==> src/rtl/mem_bus_arbiter.sv <==
// mem_bus_arbiter: shares one Wishbone-classic slave between the mem stage
// (master 0) and instruction fetch (master 1). Master 0 has fixed priority,
// fetch is protected from starvation, a granted cycle is never interrupted,
// and a watchdog ends cycles that the slave never acknowledges.
module mem_bus_arbiter #(
    parameter int STARVE_LIMIT = 4,   // m0 grants taken while m1 waits before m1 is forced in
    parameter int TIMEOUT      = 255  // unacked strobe cycles before error; 0 disables
) (
    input  logic        clk_i,
    input  logic        rst_i,

    input  logic        m0_cyc_i,
    input  logic        m0_stb_i,
    input  logic        m0_we_i,
    input  logic [31:0] m0_adr_i,
    input  logic [31:0] m0_dat_i,
    input  logic [3:0]  m0_sel_i,
    output logic        m0_ack_o,
    output logic        m0_err_o,
    output logic [31:0] m0_dat_o,

    input  logic        m1_cyc_i,
    input  logic        m1_stb_i,
    input  logic        m1_we_i,
    input  logic [31:0] m1_adr_i,
    input  logic [31:0] m1_dat_i,
    input  logic [3:0]  m1_sel_i,
    output logic        m1_ack_o,
    output logic        m1_err_o,
    output logic [31:0] m1_dat_o,

    output logic        s_cyc_o,
    output logic        s_stb_o,
    output logic        s_we_o,
    output logic [31:0] s_adr_o,
    output logic [31:0] s_dat_o,
    output logic [3:0]  s_sel_o,
    input  logic        s_ack_i,
    input  logic [31:0] s_dat_i,

    output logic [1:0]  grant_o
);

    localparam int SC_W = $clog2(STARVE_LIMIT + 1);
    localparam int WD_W = (TIMEOUT > 1) ? $clog2(TIMEOUT) : 1;
    localparam logic [SC_W-1:0] SC_MAX  = SC_W'(STARVE_LIMIT);
    localparam logic [WD_W-1:0] WD_LAST = WD_W'((TIMEOUT > 0) ? TIMEOUT - 1 : 0);
    localparam bit              WD_ON   = (TIMEOUT != 0);

    typedef enum logic [1:0] {
        IDLE = 2'd0,
        GNT0 = 2'd1,
        GNT1 = 2'd2
    } state_t;

    state_t          state_reg, state_next;
    logic [SC_W-1:0] starve_cnt_reg, starve_cnt_next;
    logic [WD_W-1:0] wd_cnt_reg, wd_cnt_next;
    logic [1:0]      err_lock_reg, err_lock_next;

    // Master-side signals gathered into arrays so the per-master logic is shared.
    logic [1:0]  m_cyc, m_stb, m_we, m_ack, m_err;
    logic [31:0] m_adr [2];
    logic [31:0] m_dat [2];
    logic [3:0]  m_sel [2];
    logic [1:0]  req;
    logic        granted, owner, cur_cyc, cur_stb, timeout;

    assign m_cyc    = {m1_cyc_i, m0_cyc_i};
    assign m_stb    = {m1_stb_i, m0_stb_i};
    assign m_we     = {m1_we_i,  m0_we_i};
    assign m_adr[0] = m0_adr_i;
    assign m_adr[1] = m1_adr_i;
    assign m_dat[0] = m0_dat_i;
    assign m_dat[1] = m1_dat_i;
    assign m_sel[0] = m0_sel_i;
    assign m_sel[1] = m1_sel_i;

    // A master that was cut off by the watchdog is invisible until it drops cyc.
    assign req     = m_cyc & ~err_lock_reg;
    assign granted = (state_reg != IDLE);
    assign owner   = (state_reg == GNT1);
    assign cur_cyc = granted & m_cyc[owner];
    assign cur_stb = cur_cyc & m_stb[owner];
    // An ack arriving in the same cycle as the limit rescues the transfer.
    assign timeout = WD_ON & cur_stb & ~s_ack_i & (wd_cnt_reg == WD_LAST);

    // Per-master ack/err routing and watchdog lockout.
    generate
        for (genvar gi = 0; gi < 2; gi++) begin : g_master
            assign m_ack[gi]         = granted & (owner == 1'(gi)) & s_ack_i;
            assign m_err[gi]         = timeout & (owner == 1'(gi));
            assign err_lock_next[gi] = m_err[gi] ? 1'b1 :
                                       (!m_cyc[gi] ? 1'b0 : err_lock_reg[gi]);
        end
    endgenerate

    assign m0_ack_o = m_ack[0];
    assign m1_ack_o = m_ack[1];
    assign m0_err_o = m_err[0];
    assign m1_err_o = m_err[1];
    assign m0_dat_o = s_dat_i;
    assign m1_dat_o = s_dat_i;
    assign grant_o  = {state_reg == GNT1, state_reg == GNT0};

    // Slave-side mux driven from the registered grant; a timeout kills cyc/stb at once.
    always_comb begin
        s_cyc_o = 1'b0;
        s_stb_o = 1'b0;
        s_we_o  = 1'b0;
        s_adr_o = 32'h0;
        s_dat_o = 32'h0;
        s_sel_o = 4'h0;
        if (granted) begin
            s_cyc_o = cur_cyc & ~timeout;
            s_stb_o = cur_stb & ~timeout;
            s_we_o  = m_we[owner];
            s_adr_o = m_adr[owner];
            s_dat_o = m_dat[owner];
            s_sel_o = m_sel[owner];
        end
    end

    // Next-state: fixed m0 priority with starvation override; grants held for the whole cycle.
    always_comb begin
        state_next = state_reg;
        case (state_reg)
            IDLE: begin
                if (req[1] && (starve_cnt_reg == SC_MAX || !req[0]))
                    state_next = GNT1;
                else if (req[0])
                    state_next = GNT0;
            end
            GNT0: begin
                if (timeout)
                    state_next = IDLE;
                else if (!m_cyc[0])
                    state_next = req[1] ? GNT1 : IDLE;
            end
            GNT1: begin
                if (timeout)
                    state_next = IDLE;
                else if (!m_cyc[1])
                    state_next = req[0] ? GNT0 : IDLE;
            end
            default: state_next = IDLE;
        endcase
    end

    // Starvation counter: counts m0 wins that happened while fetch was asking.
    always_comb begin
        starve_cnt_next = starve_cnt_reg;
        if (state_next == GNT1 && state_reg != GNT1)
            starve_cnt_next = '0;
        else if (state_next == GNT0 && state_reg != GNT0 && m_cyc[1]) begin
            if (starve_cnt_reg != SC_MAX)
                starve_cnt_next = starve_cnt_reg + 1'b1;
        end else if (state_reg == IDLE && !m_cyc[1])
            starve_cnt_next = '0;
    end

    // Watchdog counter: unacked strobe cycles within one grant.
    always_comb begin
        wd_cnt_next = wd_cnt_reg;
        if (state_next != state_reg || s_ack_i)
            wd_cnt_next = '0;
        else if (WD_ON && cur_stb)
            wd_cnt_next = wd_cnt_reg + 1'b1;
    end

    // State and counter registers, cleared asynchronously.
    always_ff @(posedge clk_i or posedge rst_i) begin
        if (rst_i) begin
            state_reg      <= IDLE;
            starve_cnt_reg <= '0;
            wd_cnt_reg     <= '0;
            err_lock_reg   <= 2'b00;
        end else begin
            state_reg      <= state_next;
            starve_cnt_reg <= starve_cnt_next;
            wd_cnt_reg     <= wd_cnt_next;
            err_lock_reg   <= err_lock_next;
        end
    end

endmodule

==> config.mk <==
export PLATFORM = sky130hd
export DESIGN_NAME = mem_bus_arbiter
export DESIGN_NICKNAME = d
export VERILOG_FILES = /design/src/rtl/mem_bus_arbiter.sv
export SDC_FILE = /design/constraint.sdc
export NUM_CORES = 1
export LEC_CHECK = 0
export CAP_MARGIN = 20
export CORE_AREA = 2 2 123 125
export CTS_CLUSTER_DIAMETER = 150
export DETAILED_ROUTE_END_ITERATION = 16
export DIE_AREA = 0 0 125 127
export PLACE_DENSITY = 0.63
export SYNTH_ARGS = -nofsm -noshare
export SYNTH_HDL_FRONTEND = slang
export SYNTH_SLANG_ARGS = --single-unit
==> constraint.sdc <==
create_clock -name clk_i -period 4.5 [get_ports clk_i]
set_input_delay 0.9 -clock clk_i [delete_from_list [all_inputs] [get_ports clk_i]]
set_output_delay 0.9 -clock clk_i [all_outputs]
set_load 0.05 [all_outputs]
======== Word level (Yosys, flattened, before mapping) ========
Index checks and enable logic that the tools add are counted.
word-level totals
  register bits ........................... 15
  input port bits ......................... 177
  output and inout bits ................... 141
  logic and storage cells ................. 94
operators by class
  $add $sub $neg .......................... 2
  order comparisons ....................... 2
  eq/ne operators ......................... 13
  multiplexer cells ....................... 40
  bitwise logic cells ..................... 18
  reduce and logical (&&, ||, !) cells .... 14
operators by type and width
  operator                                              count
  2-to-1 mux 32 bit                                     8
  2-to-1 mux 4 bit                                      4
  2-to-1 mux 8 bit                                      2
  2-to-1 mux 1 bit                                      14
  2-to-1 mux 2 bit                                      7
  bitwise AND 1 bit                                     12
  2-to-1 mux 3 bit                                      4
  adder 8 x 1 -> 8 bit (second input constant)          1
  equality test 8 bit (second input constant)           1
  != test 2 x 1 -> 1 bit (second input constant)        3
  one-hot mux 2 bit (3 select lines)                    1
  logical AND 1 bit                                     5
  equality test 2 x 1 -> 1 bit (second input constant)  2
  equality test 2 bit (second input constant)           2
  nonzero test 2 bit                                    2
  adder 3 x 1 -> 3 bit (second input constant)          1
  equality test 3 bit (second input constant)           1
  != test 3 x 2 -> 1 bit (second input constant)        1
  != test 3 bit (second input constant)                 1
  NOT 1 bit                                             3
  nonzero test 3 bit                                    1
  bitwise AND 2 bit                                     1
  >= comparator 2 bit (second input constant)           1
  zero test 1 bit                                       2
  other kinds (8)                                       9

======== Longest topological paths before layout ========
Gate-level depths: netlist of the first run.
  depth after elaboration ................. 14
  gate-level depth with buffers ........... 7
  depth with buffers taken out ............ 6

======== Worst setup path after synthesis of the first run ========
Ideal clock, no wire load.
  kind .................................... in2out
  from .................................... input port m1_stb_i
  to ...................................... output port s_cyc_o
  data arrival time ....................... 2.459 ns
  required time ........................... 3.600 ns
  slack ................................... 1.141 ns
  cell stages on the path ................. 3
  path buffers ............................ 0
  path through ............................ nand4b_4 -> a2111o_1 -> a21boi_0
between the ends
  cells in the longest elaborated chain, start to end .. 8
RTL lines
  what                                                 RTL line  text
  start: declaration                                   23        input logic m1_stb_i,
  2-to-1 mux 1 bit (implied by the code) (2 in a row)  84        assign cur_stb = cur_cyc & m_stb[owner];
  bitwise AND 1 bit                                    84
  bitwise AND 1 bit (2 in a row)                       86        assign timeout = WD_ON & cur_stb & ~s_ack_i & (wd_cnt_reg == WD_LAST);
  NOT 1 bit                                            115       s_cyc_o = cur_cyc & ~timeout;
  bitwise AND 1 bit                                    115
  2-to-1 mux 1 bit                                     114       if (granted) begin
  end: declaration                                     32        output logic s_cyc_o,
Every way passes these cells. The select of a mux whose other input is x is not followed.

======== Final worst setup path of the first run ========
  from .................................... input port m0_cyc_i
  to ...................................... output port s_cyc_o
between the ends
  cells in the longest elaborated chain, start to end .. 9
RTL lines
  what                                                     RTL line  text
  start: declaration                                       12        input logic m0_cyc_i,
  2-to-1 mux 1 bit (implied by the code) (*) (2 in a row)  83        assign cur_cyc = granted & m_cyc[owner];
  bitwise AND 1 bit (*)                                    83
  bitwise AND 1 bit                                        84
  bitwise AND 1 bit (2 in a row)                           86
  NOT 1 bit                                                115
  bitwise AND 1 bit (*)                                    115
  2-to-1 mux 1 bit (*)                                     114
Mark *: on every way between the ends. The rest lies on a longest branch, timed or not. The select of a mux whose other input is x is not followed.

==> impl_metrics.json, run 1 <==
{
  "numClockSinks": 15,
  "largest_register_ff_count": 8,
  "firstDrtPassIters": 4,
  "htreeDepth": 1,
  "finish.utilization": 0.288,
  "syn_inst": 259,
  "yosys-top-cells-count": "a22o_1 (69), buf_4 (65), clkbuf_1 (15), dfrtp_1 (15), a211oi_1 (12)",
  "relSlewSlack": 0.486,
  "crit_path_max_incr_delay_ps": 700,
  "die_w_um": 125,
  "hold_path_class": "reg2reg",
  "tightestPinTransition_ps": 771,
  "crit_slowest_cell": "clkdlybuf4s50_1",
  "via_per_inst": 4.43,
  "hold_viol": 0,
  "grt_usage": 0.121,
  "startpoint_type": "input pin",
  "outcome": "finished, final reports clean",
  "synth_edf_count": 0,
  "ys_ff_latch": 15,
  "cts.path.max_buffers": 2,
  "synth.area.top_cells": "a22o_1 (28%), buf_4 (22%), dfrtp_1 (17%), a211oi_1 (4.1%), xnor2_1 (2.8%)",
  "cts_resized": 0,
  "cts_made_buffers": 3,
  "syn_nets": 440,
  "vias": 2598,
  "finalClockSkew_ps": 2.13,
  "hold_buffers": 0,
  "final_antenna_net_count": 0,
  "dp_hpwl_um": 8820,
  "arrival_ps": 3150,
  "wirelength_um": 10400,
  "nets": 584,
  "yosysSeqAreaShare": 0.172,
  "grt_overflow": 0,
  "critical_path_class": "in2out",
  "synthArstFlopShare": 1.00,
  "crit_fanout": 10,
  "min_path_cells": 1,
  "grt_first_pass_wirelength_um": 15000,
  "path_cells": "clkdlybuf4s50_1, nand3_4, a2111o_1, a21boi_0, clkdlybuf4s50_1",
  "diodes": 0,
  "antenna_found_initial": 0,
  "end_kind": "primary output",
  "fin_crit_ps": 4050,
  "powerDensity_nw_per_um2": 625,
  "report.final.slew_viol_count": 0,
  "path_clk_slew_ps": 50,
  "cts_tree": "built",
  "fp.dieArea_um2": 15900,
  "clk_latency_ps": 240,
  "syn_area_per_cell_um2": 8.43,
  "maxCapViolCount": 0,
  "crit_required_ps": 3600,
  "p_leak_nw": 1.56,
  "cts_root_buffer": "clkbuf_16",
  "tns_ps": 0,
  "grt_max_degree": 75,
  "row_count": 44,
  "synth.yosys.warnings": 0,
  "drtIter0Drc": 101,
  "min_period_over_period": 0.899,
  "ys.flop_type": "dfrtp_1",
  "post-synth-top-count-cell": "a22o_1",
  "fp.coreArea_um2": 14400,
  "syn2layout_area_growth_pct": 90.4,
  "remaining_drc_errors": 0,
  "gp_congestion": 0.826,
  "reg2regPathDepth": 5,
  "ios": 318,
  "synth_top_area_frac": 0.277,
  "fmax_mhz": 247,
  "die_h_um": 127,
  "port_buffers": 221,
  "yosys.area.top_type": "a22o_1",
  "setup_viol": 0,
  "routedWlPerCell_um": 17.8,
  "synthesis.area_um2": 2180,
  "drive_gt1_frac": 0.0348,
  "grt_pass1_vias": 2653,
  "grt_setup_unrepaired": "false",
  "synth_cell_types": 38,
  "start_util": 0.151,
  "ir_worst_vdd_mv": 0.339,
  "post_cts_buffers": 0,
  "whs_ps": 508,
  "crit_top_cell": "clkdlybuf4s50_1"
}
cells in the final DEF (no fill, tap or decap), drive strengths merged, types with 2 or more instances in the layout:
cell type	netlist	layout
clkdlybuf4s50	0	219
a22o	69	69
dfrtp	15	15
a211oi	12	12
nor2	8	8
inv	8	8
nand2	7	7
xnor2	7	7
a21oi	6	6
nand3	6	6
buf	70	5
ha	4	4
clkbuf	15	4
a21o	3	3
nor2b	2	2
nand2b	2	2
mux2	2	2
nand4	2	2
o31a	2	2
a31oi	2	2
and2	2	2
nor3b	2	2
per-stage QoR:
step	std cells	power (mW)	cell area, µm²	setup WS, ps
6_report	586	2.60	4160	454
3_3_place_gp	582	2.44	4080	484
5_1_grt	586	2.71	4160	351
2_1_floorplan	259	1.81	2180	1140
4_1_cts	586	2.63	4160	458
3_5_place_dp	582	2.45	4080	460
final cells by class:
class                      instances  area (µm²)
timing repair buffer             224        2240
tap                              184         230
fill                            1543       10300
clock buffer                       4        78.8
sequential                        15         377
inverter                           8        30.0
multi-input combinational        151        1200
worst max-delay path: cells and delay by family:
family          cells  cell delay [ps]
buf+inv             2             1330
compound gates      2              740
simple gates        1              170
worst paths after layout:
check / startpoint / slack [ps] / endpoint
worst min-delay path: err_lock_reg[0] / 510 / err_lock_reg[0]
worst max-delay path: m0_cyc_i / 450 / s_cyc_o
worst max register to register: state_reg[0] / 2210 / wd_cnt_reg[2]
max in group asynchronous: rst_i / 3040 / state_reg[0]
min in group asynchronous: rst_i / 1030 / err_lock_reg[0]
worst min register to register: err_lock_reg[0] / 510 / err_lock_reg[0]
power by group:
part	internal [mW]	switching [mW]	total, mW	leakage [nW]
logic	0.787	1.46	2.24	1.32
clock network	0.120	0.0547	0.175	0.0382
registers	0.150	0.0277	0.178	0.205
layer usage:
| layer | GRT usage | vias to the layer above | wire (µm) |
|---|---|---|---|
| li1 | - | 1197 | - |
| met1 | 0.130 | 1192 | 3530 |
| met2 | 0.218 | 181 | 5300 |
| met3 | 0.0369 | 28 | 1130 |
| met4 | 0.0542 | 0 | 467 |
| met5 | 0 | - | 0 |
logic make-up after synthesis:
group | after synthesis | share of synthesized area
multiplexers | 2 | 0.0103
AND/OR/NAND/NOR | 35 | 0.0963
flip-flops | 15 | 0.172
adder cells (fa/ha/maj) | 4 | 0.0229
buffers and inverters | 93 | 0.279
XOR/XNOR | 7 | 0.0281
AO/OA/AOI/OAI | 103 | 0.391
Power figures use the tool's default switching activity.
==> inputs of run 2 (changes only) <==
- GPL_ROUTABILITY_DRIVEN: not set -> 0
==> results of run 2 <==
Final layout, timing and power as in run 1 (identical DEF).
==> inputs of run 3 (changes only) <==
- CORE_AREA: 2 2 123 125 -> 4 4 122 124
- DIE_AREA: 0 0 125 127 -> 0 0 126 128
- PLACE_DENSITY: 0.63 -> 0.65
- REMOVE_ABC_BUFFERS: not set -> 1
==> impl_metrics.json, run 3 (synthesis gave the netlist of run 1 again) <==
{
  "remaining_drc_errors": 0,
  "post_cts_buffers": 0,
  "grt_first_pass_wirelength_um": 25700,
  "setup_viol": 0,
  "crit_required_ps": 3600,
  "hold_viol": 0,
  "grt_max_degree": 80,
  "final_common_cell": "clkdlybuf4s50_1",
  "crit_fanout": 10,
  "critical_path_class": "in2out",
  "cts_tree": "built",
  "cts.path.max_buffers": 2,
  "largest_register_ff_count": 8,
  "arrival_ps": 3040,
  "finalPower_mw": 2.72,
  "fmax_mhz": 254,
  "start_util": 0.158,
  "port_buffers": 221,
  "die_h_um": 128,
  "maxCapViolCount": 0,
  "htreeDepth": 1,
  "nets": 586,
  "grt_pass1_vias": 2859,
  "use_met2": 0.349,
  "ir_worst_vdd_mv": 0.198,
  "grt_usage": 0.233,
  "diodes": 0,
  "met1_usage": 0.254,
  "mostFrequentLayoutCells": "clkdlybuf4s50_1 (219), a22o_1 (69), dfrtp_1 (14)",
  "row_count": 43,
  "finalClockSkew_ps": 3.15,
  "drive_gt1_frac": 0.0421,
  "drtIter0Drc": 177,
  "cts_root_buffer": "clkbuf_16",
  "via_per_inst": 4.82,
  "grt_use_met3": 0.172,
  "numClockSinks": 15,
  "outcome": "finished, final reports clean",
  "vias": 2812,
  "clk_latency_ps": 250,
  "ios": 318,
  "wirelength_um": 19900,
  "fp.coreArea_um2": 13800,
  "grt_setup_unrepaired": "false",
  "routedWlPerCell_um": 34.0,
  "fin_crit_ps": 3940,
  "syn2layout_area_growth_pct": 90.9,
  "busiest_layer": "met2",
  "hold_buffers": 0,
  "relSlewSlack": 0.448,
  "p_leak_nw": 1.58,
  "firstDrtPassIters": 4,
  "finish.utilization": 0.303,
  "dp_hpwl_um": 17400,
  "startpoint_type": "input pin",
  "powerDensity_nw_per_um2": 653,
  "antenna_found_initial": 0,
  "path_clk_slew_ps": 50,
  "cts_resized": 0,
  "grt_overflow": 0,
  "end_kind": "primary output",
  "cts_made_buffers": 3,
  "fp.dieArea_um2": 16100,
  "final_antenna_net_count": 0,
  "tightestPinTransition_ps": 828,
  "min_period_over_period": 0.875,
  "die_w_um": 126,
  "hold_path_class": "reg2reg",
  "report.final.slew_viol_count": 0
}
run 3: cell count changes in the layout (fill, tap and decap cells not counted), sizes merged:
cell and change:
clkbuf -1, buf +2, clkinv +1
run 3: through the flow:
stage	setup TNS, ps	instances	area [µm²]	hold WS [ps]	setup WS [ps]
3_5_place_dp	0	580	4090	494	558
4_1_cts	0	584	4170	506	551
3_3_place_gp	0	580	4090	488	578
2_1_floorplan	-477	174	1600	471	-477
6_report	0	584	4170	498	561
5_1_grt	0	584	4170	529	453
run 3: worst paths after layout:
path / from / endpoint / slack (ps) / cells past startpoint
max: m0_cyc_i / s_cyc_o / 560 / 5
min: err_lock_reg[0] / err_lock_reg[0] / 500 / 1
max reg2reg: state_reg[0] / wd_cnt_reg[1] / 1760 / 6
min reg2reg: err_lock_reg[0] / err_lock_reg[0] / 500 / 1
max in group asynchronous: rst_i / state_reg[0] / 3030 / 2
min in group asynchronous: rst_i / starve_cnt_reg[0] / 1030 / 2
run 3: worst max-delay path: stages:
cell and delay (ps):
clkdlybuf4s50_1 630, nand3_4 180, a2111o_1 490, a21boi_0 140, clkdlybuf4s50_1 710
run 3: cell type report:
| cell class | count | area [µm²] |
|---|---|---|
| multi-input combinational | 151 | 1200 |
| tap | 180 | 225 |
| timing repair buffer | 226 | 2260 |
| sequential | 15 | 377 |
| clock inverter | 1 | 5.00 |
| inverter | 8 | 30.0 |
| fill | 1420 | 9610 |
| clock buffer | 3 | 75.1 |
run 3: layer usage:
layer  share of wire  vias to the layer above
li1                -                     1199
met1            0.37                     1321
met2            0.43                      266
met3            0.16                       24
met4           0.037                        2
met5          0.0036                        -
run 3: report_power, final:
group	total, mW	leakage, nW	internal, mW	switching, mW
Clock	0.174	0.0409	0.119	0.0556
Sequential	0.170	0.205	0.150	0.0200
Combinational	2.38	1.33	0.794	1.58
Total	2.72	1.58	1.06	1.66
